==> config.mk <==
export PLATFORM = sky130hd
export DESIGN_NAME = trace_port_tx_flat
export DESIGN_NICKNAME = d
export VERILOG_FILES = /design/src/rtl/trace_port_pkg.sv /design/src/rtl/trace_port_tx_if.sv /design/src/rtl/trace_port_serializer.sv /design/src/rtl/trace_port_tx.sv /design/src/flat_wrapper.sv
export SDC_FILE = /design/constraint.sdc
export NUM_CORES = 1
export LEC_CHECK = 0
export ABC_AREA = 0
export CAP_MARGIN = 20
export CORE_AREA = 2 2 114 116
export CTS_CLUSTER_SIZE = 40
export DETAILED_ROUTE_END_ITERATION = 16
export DIE_AREA = 0 0 116 118
export DONT_BUFFER_PORTS = 1
export GPL_TIMING_DRIVEN = 0
export PLACE_DENSITY = 0.49
export REMOVE_ABC_BUFFERS = 1
export SLEW_MARGIN = 15
export SYNTH_ARGS = -nofsm -noshare
export SYNTH_HDL_FRONTEND = slang
export SYNTH_SLANG_ARGS = --single-unit
==> constraint.sdc <==
create_clock -name clkIn -period 1.8 [get_ports clkIn]
set_input_delay 0.54 -clock clkIn [delete_from_list [all_inputs] [get_ports clkIn]]
set_output_delay 0.54 -clock clkIn [all_outputs]
set_load 0.1 [all_outputs]
==> src/rtl/trace_port_pkg.sv <==
// Shared constants, width encodings and state type for the trace-port transmitter.
package trace_port_pkg;

  localparam logic [15:0] SYNC_LO_HW  = 16'hFFFF;
  localparam logic [15:0] SYNC_HI_HW  = 16'h7FFF;
  localparam logic [15:0] HALFSYNC_HW = 16'h7FFF;

  typedef enum logic [1:0] {
    WIDTH_1 = 2'b00,
    WIDTH_2 = 2'b01,
    WIDTH_4 = 2'b10
  } width_e;

  typedef enum logic [1:0] {
    ST_SYNC_LO,
    ST_SYNC_HI,
    ST_DATA,
    ST_HALFSYNC
  } tx_state_e;

  // Both 10 and 11 on the port select the 4-lane mode.
  function automatic width_e decode_width(input logic [1:0] pw);
    if (pw[1])      return WIDTH_4;
    else if (pw[0]) return WIDTH_2;
    else            return WIDTH_1;
  endfunction

  // Index of the final beat of a halfword for a given lane width.
  function automatic logic [3:0] last_beat(input width_e w);
    case (w)
      WIDTH_1: return 4'd15;
      WIDTH_2: return 4'd7;
      default: return 4'd3;
    endcase
  endfunction

endpackage

==> src/rtl/trace_port_tx_if.sv <==
// Valid/ready halfword handshake feeding the trace-port transmitter.
interface trace_port_tx_if;
  logic [15:0] dataIn;
  logic        dataValid;
  logic        dataReady;

  modport master (output dataIn, output dataValid, input dataReady);
  modport slave  (input dataIn, input dataValid, output dataReady);
endinterface

==> src/rtl/trace_port_serializer.sv <==
// Beat sequencer: two clock cycles per beat, data updates in phase A and the
// trace clock toggles in phase B, so data is stable a full cycle around each edge.
module trace_port_serializer
  import trace_port_pkg::*;
(
  input  logic        clk,
  input  logic        rst_n,
  input  logic [1:0]  port_width,
  input  logic [15:0] load_hw,
  output logic        boundary,
  output logic [3:0]  trace_dout,
  output logic        trace_clk
);

  logic        phase_b;
  logic [3:0]  beat;
  width_e      width_q;
  width_e      width_new;
  logic [15:0] shreg;

  assign width_new = decode_width(port_width);
  assign boundary  = !phase_b && (beat == 4'd0);

  function automatic logic [3:0] lanes(input logic [15:0] s, input width_e w);
    case (w)
      WIDTH_1: return {3'b000, s[0]};
      WIDTH_2: return {2'b00, s[1:0]};
      default: return s[3:0];
    endcase
  endfunction

  function automatic logic [15:0] shift_out(input logic [15:0] s, input width_e w);
    case (w)
      WIDTH_1: return s >> 1;
      WIDTH_2: return s >> 2;
      default: return s >> 4;
    endcase
  endfunction

  // Phase/beat sequencing, shifter load at the boundary and lane output.
  always_ff @(posedge clk or negedge rst_n) begin
    if (!rst_n) begin
      phase_b    <= 1'b0;
      beat       <= 4'd0;
      width_q    <= WIDTH_1;
      shreg      <= 16'h0000;
      trace_dout <= 4'h0;
      trace_clk  <= 1'b0;
    end else if (phase_b) begin
      trace_clk <= ~trace_clk;
      phase_b   <= 1'b0;
    end else begin
      phase_b <= 1'b1;
      if (beat == 4'd0) begin
        width_q    <= width_new;
        trace_dout <= lanes(load_hw, width_new);
        shreg      <= shift_out(load_hw, width_new);
        beat       <= 4'd1;
      end else begin
        trace_dout <= lanes(shreg, width_q);
        shreg      <= shift_out(shreg, width_q);
        beat       <= (beat == last_beat(width_q)) ? 4'd0 : beat + 4'd1;
      end
    end
  end

endmodule

==> src/rtl/trace_port_tx.sv <==
// Trace-port transmitter top: holding register, sync scheduling and selection
// of the halfword that the serializer loads at each halfword boundary.
module trace_port_tx
  import trace_port_pkg::*;
#(
  parameter int SYNC_INTERVAL = 64
) (
  input  logic            clkIn,
  input  logic            rstIn,
  input  logic [1:0]      portWidth,
  trace_port_tx_if.slave  data_if,
  output logic [3:0]      traceDout,
  output logic            traceClk,
  output logic            txInd,
  output logic            syncInd
);

  localparam int CW = $clog2(SYNC_INTERVAL + 1);

  tx_state_e   state;
  tx_state_e   next_state;
  logic [15:0] load_hw;
  logic [15:0] hold_q;
  logic        hold_full;
  logic        active;
  logic        sync_pending;
  logic [CW-1:0] data_count;
  logic        boundary;
  logic        accept;

  assign data_if.dataReady = active && !hold_full;
  assign accept            = data_if.dataValid && data_if.dataReady;

  // Boundary choice: the sync pair is never split, then pending sync, data, halfsync filler.
  always_comb begin
    next_state = ST_HALFSYNC;
    load_hw    = HALFSYNC_HW;
    if (state == ST_SYNC_LO)  next_state = ST_SYNC_HI;
    else if (sync_pending)    next_state = ST_SYNC_LO;
    else if (hold_full)       next_state = ST_DATA;
    case (next_state)
      ST_SYNC_LO: load_hw = SYNC_LO_HW;
      ST_SYNC_HI: load_hw = SYNC_HI_HW;
      ST_DATA:    load_hw = hold_q;
      default:    load_hw = HALFSYNC_HW;
    endcase
  end

  // One-entry holding register; a fresh accept wins over the load that frees it.
  always_ff @(posedge clkIn or negedge rstIn) begin
    if (!rstIn) begin
      hold_q    <= 16'h0000;
      hold_full <= 1'b0;
      active    <= 1'b0;
    end else begin
      active <= 1'b1;
      if (accept) begin
        hold_q    <= data_if.dataIn;
        hold_full <= 1'b1;
      end else if (boundary && next_state == ST_DATA) begin
        hold_full <= 1'b0;
      end
    end
  end

  // State register, sync scheduler and start-of-halfword pulses.
  always_ff @(posedge clkIn or negedge rstIn) begin
    if (!rstIn) begin
      state        <= ST_HALFSYNC;
      sync_pending <= 1'b1;
      data_count   <= '0;
      txInd        <= 1'b0;
      syncInd      <= 1'b0;
    end else begin
      txInd   <= 1'b0;
      syncInd <= 1'b0;
      if (boundary) begin
        state <= next_state;
        case (next_state)
          ST_SYNC_LO: begin
            sync_pending <= 1'b0;
            data_count   <= '0;
            syncInd      <= 1'b1;
          end
          ST_DATA: begin
            txInd      <= 1'b1;
            data_count <= data_count + 1'b1;
            if (data_count == CW'(SYNC_INTERVAL - 1)) sync_pending <= 1'b1;
          end
          default: ;
        endcase
      end
    end
  end

  trace_port_serializer u_serializer (
    .clk        (clkIn),
    .rst_n      (rstIn),
    .port_width (portWidth),
    .load_hw    (load_hw),
    .boundary   (boundary),
    .trace_dout (traceDout),
    .trace_clk  (traceClk)
  );

endmodule

==> src/flat_wrapper.sv <==
// flat-port wrapper written by rule: the top's interface ports become plain ports
module trace_port_tx_flat import trace_port_pkg::*;
#(
  parameter int SYNC_INTERVAL = 64
)
  (clkIn, rstIn, portWidth, traceDout, traceClk, txInd, syncInd, data_if_dataIn, data_if_dataValid, data_if_dataReady);
  trace_port_tx_if data_if_i ();
  input  logic clkIn;
  input  logic rstIn;
  input  logic [1:0] portWidth;
  output logic [3:0] traceDout;
  output logic traceClk;
  output logic txInd;
  output logic syncInd;
  input wire logic [$bits(data_if_i.dataIn)-1:0] data_if_dataIn;
  input wire logic [$bits(data_if_i.dataValid)-1:0] data_if_dataValid;
  output wire logic [$bits(data_if_i.dataReady)-1:0] data_if_dataReady;
  assign data_if_i.dataIn = data_if_dataIn;
  assign data_if_i.dataValid = data_if_dataValid;
  assign data_if_dataReady = data_if_i.dataReady;
  trace_port_tx #(.SYNC_INTERVAL(SYNC_INTERVAL)) u_core (.clkIn(clkIn), .rstIn(rstIn), .portWidth(portWidth), .data_if(data_if_i), .traceDout(traceDout), .traceClk(traceClk), .txInd(txInd), .syncInd(syncInd));
endmodule
==> results of run 1 <==
## layer usage
metal,vias to the layer above,track usage [%]
met5,-,0
met4,0,5.283
met3,10,2.111
met2,27,16.70
met1,1132,14.02
li1,1121,-
## sequential cells by signal, summed over array words and instances (netlist names), 2 cells and up
register,flops
u_core.u_serializer.trace_dout,4
u_core.u_serializer.beat,4
u_core.u_serializer.shreg,15
u_core.data_count,7
u_core.u_serializer.width_q,2
u_core.state,2
u_core.hold_q,16
## placed cells by master (no fill, tap or decap), drive strengths merged, types with 7 or more instances in the layout
cell,n
nor2,10
o22ai,12
nand3,9
nand2,38
mux2,20
mux2i,24
buf,11
clkbuf,13
nor2b,12
inv,7
o21ai,44
a21oi,14
dfrtp,54
## power groups by stage
stage | Combinational, µW | Sequential, µW | Clock, µW
6_report | 1570 | 2810 | 1760
5_1_grt | 1810 | 2910 | 1880
4_1_cts | 1590 | 2810 | 1820
3_5_place_dp | 1560 | 2800 | 0
3_3_place_gp | 1500 | 2790 | 0
2_1_floorplan | 1310 | 2600 | 0
## cell families (layout without fill, tap and decap cells)
group                      count (synthesis)  after routing  synth area share [%]
AOI/OAI and AO/OA                         93             93                 18.28
xor gates and xnor gates                   2              2                0.5751
adders and majority gates                  3              3                 1.232
buffers and inverters                     28             33                 4.148
DFF                                       57             57                 46.94
muxes                                     44             44                 15.40
other                                      1              1                0.1231
and+or+nand+nor                           83             83                 13.31
## path summary, 6_finish.rpt
kind | end | cells after the start | startpoint | slack [ns]
setup / recovery | u_core.data_count[0] | 5 | u_core.u_serializer.beat[0] | -0.03
hold / removal | u_core.data_count[5] | 0 | rstIn | -0.09
setup reg to reg | u_core.data_count[0] | 5 | u_core.u_serializer.beat[0] | -0.03
hold reg to reg | u_core.u_serializer.shreg[0] | 2 | u_core.u_serializer.shreg[0] | 0.49
max in group asynchronous | u_core.state[0] | 0 | rstIn | 1.70
min in group clkIn | u_core.u_serializer.width_q[1] | 2 | portWidth[1] | 0.35
## stage by stage
step                hold WS [ns]  total power, µW  setup slack (ns)  util, %  instance area (µm²)
finish                  -0.08898             6139          -0.02976    29.48                 3660
global route             -0.1061             6595          -0.07825    29.48                 3660
CTS                      -0.1061             6215          -0.07172    29.32                 3640
detailed placement        0.2453             4366           -0.7152    25.95                 3222
global placement          0.2455             4288            -1.725    25.47                 3162
floorplan                 0.2444             3901            -1.331        -                 2947
## timing repair
item | 4_1_cts | 5_1_grt
setup endpoints to repair | 42 | 13
hold endpoints to repair | 54 | 54
setup buffers | 6 | 1
gates resized for setup | 17 | 9
pin swaps | 2 | 2
## area by class of cell
class / instances / area (µm²)
Fill cell: 1353 / 8755
Multi-Input combinational cell: 226 / 1554
Sequential cell: 57 / 1439
Clock buffer: 13 / 280.3
Tap cell: 172 / 215.2
Timing Repair Buffer: 11 / 110.1
Clock inverter: 2 / 35.03
Inverter: 7 / 26.28
## synthesized netlist by cell type, types with 2 or more instances
cell | instances | share of area, %
dfrtp_1 | 54 | 44
o21ai_0 | 41 | 6.7
nand2_1 | 38 | 4.7
mux2i_1 | 24 | 7.9
mux2_2 | 19 | 7.0
a21oi_1 | 14 | 2.3
clkbuf_1 | 14 | 1.7
nor2b_1 | 12 | 2.5
o22ai_1 | 12 | 2.5
nor2_1 | 10 | 1.2
nand3_1 | 9 | 1.5
inv_1 | 7 | 0.86
a31oi_1 | 5 | 1.0
buf_2 | 5 | 0.82
o211ai_1 | 5 | 1.2
dfstp_2 | 3 | 2.6
ha_1 | 3 | 1.2
nor3_1 | 3 | 0.49
o21ai_1 | 3 | 0.49
o311ai_0 | 3 | 0.86
a22o_1 | 2 | 0.58
buf_6 | 2 | 0.74
nand4_1 | 2 | 0.41
xor2_1 | 2 | 0.58
## critical path: stages (launching register included)
cell and delay (ns):
dfrtp_1 0.38, inv_2 0.08, ha_4 0.13, or4b_4 0.51, a211o_4 0.33, mux2_4 0.26
==> out/results.tsv, run 1 <==
stage	metric	value	unit
yosys	ys.warnings.count	0	
cts	clockBufferDepth	2	
timing	layout_setup_ws	-0.02976	ns
cts	cts_root_buffer	clkbuf_16	
cts	cts.sinks	57	
worst_setup_path	end_kind	flop	
cts	worstSkewPairLatency	0.32	ns
routing	highest_layer	met4	
global_route	grt.total_usage	10.71	%
worst_setup_path	cp_data_required_time	2.00	ns
worst_setup_path	worst-path-max-fanout	7	
routing	via_per_inst	4.693	
timing	fin_setup_tns	-0.02976	ns
routing	drt-initial-drc-count	142	
cts	cts_buffers	9	
power_and_ir_drop	p_sw_share	37.21	%
global_route	overflow	0	
die	die_height	118	µm
timing	period_needed	1.830	ns
final_layout	stdcell_count	488	
run_status	status	finished, violations left	
global_route	antenna_found_initial	0	
timing	slew_headroom	42.09	%
global_route	grt_pass1_vias	2318	
routing	wirelength_met1	3300	µm
routing	wl_per_cell	13.84	µm
final_layout	syn_to_final_growth	20.12	%
worst_setup_path	critPathKind	reg -> reg	
yosys	ys.flop_type	dfrtp_1	
routing	wl_met2	3178	µm
die	die_w	116	µm
timing	period_share	101.7	%
timing	setup_viol	1	
power_and_ir_drop	power_density	1677	mW/mm²
hold_path	holdCritPathClass	in -> async	
timing	fmax	546.5	MHz
worst_setup_path	worst_ep_arrival_time	2.03	ns
routing	dr_wl_met3	148	µm
place	gp_congestion	0.7301	
yosys	synth_seq_cells	57	
yosys	synthCells	311	
power_and_ir_drop	p_seq_share	45.8	%
final_layout	nets	336	
timing	tightest_slew	0.8693	ns
timing	rsz0062_at_grt	true	
timing	finalMaxSlewViolations	0	
power_and_ir_drop	ir_drop	0.0006290	V
global_route	grt_max_degree	58	
die	core	0.01241	mm²
yosys	avgSynthCellArea	9.796	µm²
timing	fin_worst_hold_slack	-0.08898	ns
place	port-buffer-count	0	
yosys	synth_area	0.003047	mm²
routing	dr.pass1.iters	4	
yosys	synth_edf_count	0	
timing	fin_skew	0.005564	ns
global_route	grt_pass1_wl	11540	µm
power_and_ir_drop	clkPwrFrac	28.6	%
power_and_ir_drop	leakagePower	0.001499	µW
cts	path_clk_slew	0.05	ns
run	drv_cap	0	
place	dp_hpwl	4569	µm
timing	hold_violations	54	
routing	vias	2290	
routing	post-route-drc-count	0	
final_layout	diodes	0	
die	die_area	0.01369	mm²
die	ios	29	
routing	ant_nets	0	
die	start_util	24.54	%
yosys	ys_seq_area_share	46.94	%
worst_setup_path	startpoint_type	flop	
power_and_ir_drop	p_int	3854	µW
yosys	yosysUniqueCellTypes	43	
place	placed_cells	466	
yosys	synthArstFlopShare	100.0	%
power_and_ir_drop	p_comb_share	25.6	%
cts	h-tree-depth	3	
routing	drt_wl_total	6756	µm
run_status	violations	hold timing, setup timing	
power_and_ir_drop	switching_power	2284	µW
cts	cts_tree	done	
final_layout	drive_above_1_share	22.78	%
die	rows	41	
(Power assumes the default switching activity.)
==> inputs of run 2 (changes only) <==
CTS_CLUSTER_SIZE = 8   (was 40)
==> results of run 2 <==
No change in the layout: final DEF, timing and power equal those of run 1.
==> inputs of run 3 (changes only) <==
REMOVE_ABC_BUFFERS = not set   (was 1)
==> run 3 against run 2 <==
Compared with the run above:
- the flow still finishes with violations (hold timing, setup timing)
- total power grew 4.2%
- clock-buffer cell count unchanged
- cell count increased by 5.5%
- via count up 6.7%
- critical endpoint unchanged
- largest cell class unchanged
==> out/results.tsv, run 3 (synthesis results as in run 1) <==
stage	metric	value	unit	change
run_status	status	finished, violations left		
run_status	violations	hold timing, setup timing		
routing	vias	2443		+6.7%
cts	path_clk_slew	0.05	ns	about the same
die	die_height	118	µm	unchanged
power_and_ir_drop	p_seq_share	41.3	%	-4.5 points
die	die_area	0.01369	mm²	unchanged
die	ios	29		unchanged
power_and_ir_drop	ir_drop	0.0007830	V	+24%
timing	layout_setup_ws	-0.1078	ns	-0.07806 ns
place	port-buffer-count	0		unchanged
final_layout	top_register	u_core.hold_q		
cts	h-tree-depth	3		unchanged
cts	worstSkewPairLatency	0.33	ns	about the same
power_and_ir_drop	power_density	1665	mW/mm²	-0.75%
timing	fin_skew	0.007922	ns	+0.002359 ns
power_and_ir_drop	switching_power	2390	µW	+4.7%
global_route	grt.total_usage	11.65	%	+0.94 points
global_route	antenna_found_initial	0		unchanged
timing	fin_worst_hold_slack	-0.09593	ns	-0.006954 ns
place	gp_congestion	0.7710		+5.6%
worst_setup_path	r2r_setup_slack	-0.11	ns	-0.08 ns
power_and_ir_drop	p_comb_share	29.2	%	+3.6 points
routing	ant_nets	0		unchanged
final_layout	largest_reg_flops	16		unchanged
worst_setup_path	cp_cell_sequence	inv_2, ha_4, or4b_4, buf_6, a211o_4, mux2_4		
die	start_util	24.54	%	unchanged
hold_path	holdCritPathClass	in -> async		
cts	cts_root_buffer	clkbuf_16		
worst_setup_path	startpoint_type	flop		
place	dp_hpwl	5219	µm	+14%
timing	tightest_slew	0.8752	ns	+0.005948 ns
power_and_ir_drop	p_int	4008	µW	+4.0%
timing	rsz0062_at_grt	true		
cts	cts_tree	done		
final_layout	fin_util	30.96	%	+1.5 points
final_layout	layout_commonest_cell	dfrtp_1		
cts	cts_buffers	9		unchanged
global_route	grt_pass1_wl	12310	µm	+6.7%
worst_setup_path	end_kind	flop		
final_layout	largestRegisters	u_core.hold_q (16), u_core.u_serializer.shreg (15), u_core.data_count (7)		
global_route	grt_pass1_vias	2390		+3.1%
routing	drt_wl_total	7453	µm	+10%
timing	hold_violations	54		unchanged
cts	clockBufferDepth	2		unchanged
timing	fmax	524.2	MHz	-4.1%
timing	period_needed	1.908	ns	+0.07806 ns
yosys	synth.net_count	335		
final_layout	fin_area	0.003844	mm²	+5.0%
timing	finalMaxSlewViolations	0		unchanged
final_layout	nets	363		+8.0%
power_and_ir_drop	p_sw_share	37.36	%	+0.15 points
worst_setup_path	worst-path-max-fanout	8		+1
global_route	grt_max_degree	58		unchanged
worst_setup_path	regToRegStartpoint	u_core.u_serializer.beat[0]		
routing	drt-initial-drc-count	121		-15%
die	rows	41		unchanged
timing	period_share	106.0	%	+4.3 points
routing	dr.pass1.iters	5		+1
die	core	0.01241	mm²	unchanged
power_and_ir_drop	clkPwrFrac	29.5	%	+0.9 points
timing	slew_headroom	41.69	%	-0.40 points
routing	via_per_inst	4.744		+1.1%
run	drv_cap	0		unchanged
power_and_ir_drop	p_total	6399	µW	+4.2%
place	dpl-instance-area	0.003291	mm²	+2.1%
routing	post-route-drc-count	0		unchanged
global_route	overflow	0		unchanged
worst_setup_path	critPathKind	reg -> reg		
final_layout	syn_to_final_growth	26.16	%	
power_and_ir_drop	leakagePower	0.001595	µW	+6.4%
worst_setup_path	path_buf_inv	2		+1
cts	cts.sinks	57		unchanged
die	die_w	116	µm	unchanged
final_layout	diodes	0		unchanged
worst_setup_path	cp_slowest_stage_delay	0.48	ns	-0.03 ns
final_layout	final_cell_mix	dfrtp_1, nand2_1, o21ai_0		
timing	setup_viol	8		+7
worst_setup_path	ff2ff_path_depth	6		+1
final_layout	drive_above_1_share	26.82	%	+4.0 points
worst_setup_path	worst_path_dominant_cell_family	simple AND/OR/NAND/NOR gates		
worst_setup_path	worst_ep_arrival_time	2.12	ns	+0.09 ns
worst_setup_path	r2r_end	u_core.data_count[0]		
routing	wl_per_cell	14.47	µm	+4.5%
worst_setup_path	crit_slowest_cell	or4b_4		
worst_setup_path	cp_data_required_time	2.01	ns	about the same
## run 3: cell count changes in the layout (fill, tap and decap cells not counted), sizes merged
cell,before,now
buf,11,27
clkbuf,13,24
clkinv,1,0
bufinv,1,2
## run 3: metrics by stage
| stage | setup WS (ns) | setup TNS (ns) | cells |
|---|---|---|---|
| 2_1_floorplan | -0.06583 | -0.1853 | 311 |
| 3_5_place_dp | -0.5939 | -10.27 | 483 |
| 6_report | -0.1078 | -0.4752 | 515 |
| 4_1_cts | -0.1109 | -0.6031 | 505 |
| 3_3_place_gp | -0.5877 | -9.944 | 483 |
| 5_1_grt | -0.1614 | -1.147 | 515 |
## run 3: worst max-delay path by stage
stage,from,to,slack [ns],cells past startpoint
5_1_grt,u_core.u_serializer.beat[0],u_core.data_count[0],-0.16,6
2_1_floorplan,u_core.u_serializer.beat[0],u_core.data_count[0],-0.07,6
3_3_place_gp,u_core.u_serializer.beat[0],u_core.u_serializer.shreg[5],-0.59,7
4_1_cts,u_core.u_serializer.beat[0],u_core.data_count[0],-0.11,6
6_report,u_core.u_serializer.beat[0],u_core.data_count[0],-0.11,6
3_5_place_dp,u_core.u_serializer.beat[1],u_core.u_serializer.shreg[5],-0.59,7
## run 3: layer usage
metal	GRT usage [%]	vias to the layer above	part of all wire, %
met3	4.222	7	6.4
met1	15.58	1200	47
met4	4.241	0	1.2
met2	17.18	55	45
li1	-	1181	-
met5	0	-	0
## run 3: power groups by stage
stage               registers (µW)  clock network (µW)  logic, µW
floorplan                     2500                   0       1500
global placement              2660                   0       1750
detailed placement            2670                   0       1780
CTS                           2650                1940       1840
finish                        2650                1880       1870
global route                  2720                1990       2100
## run 3: final cells by class
| class | instances | area [µm²] |
|---|---|---|
| fill | 1353 | 8571 |
| tap | 172 | 215.2 |
| buffer | 19 | 106.4 |
| clock inverter | 2 | 60.06 |
| inverter | 7 | 26.28 |
| timing repair buffer | 19 | 146.4 |
| sequential | 57 | 1438 |
| multi-input combinational | 226 | 1582 |
| clock buffer | 13 | 270.3 |
## run 3: timing repair
| item | 4_1_cts | 5_1_grt |
|---|---|---|
| setup endpoints to repair | 39 | 35 |
| hold endpoints to repair | 54 | 54 |
| pin swaps | 2 | 5 |
| cloned | 0 | 0 |
| gates resized for setup | 14 | 21 |
| setup buffers | 9 | 10 |
## run 3: worst register-to-register path: cells and delay by family (launching register included)
family / cells / cell delay [ns]
AND/OR/NAND/NOR: 1 / 0.48
flip-flops: 1 / 0.38
AO/OA/AOI/OAI: 1 / 0.31
multiplexers: 1 / 0.27
buffers and inverters: 2 / 0.23
adder cells (fa/ha/maj): 1 / 0.14
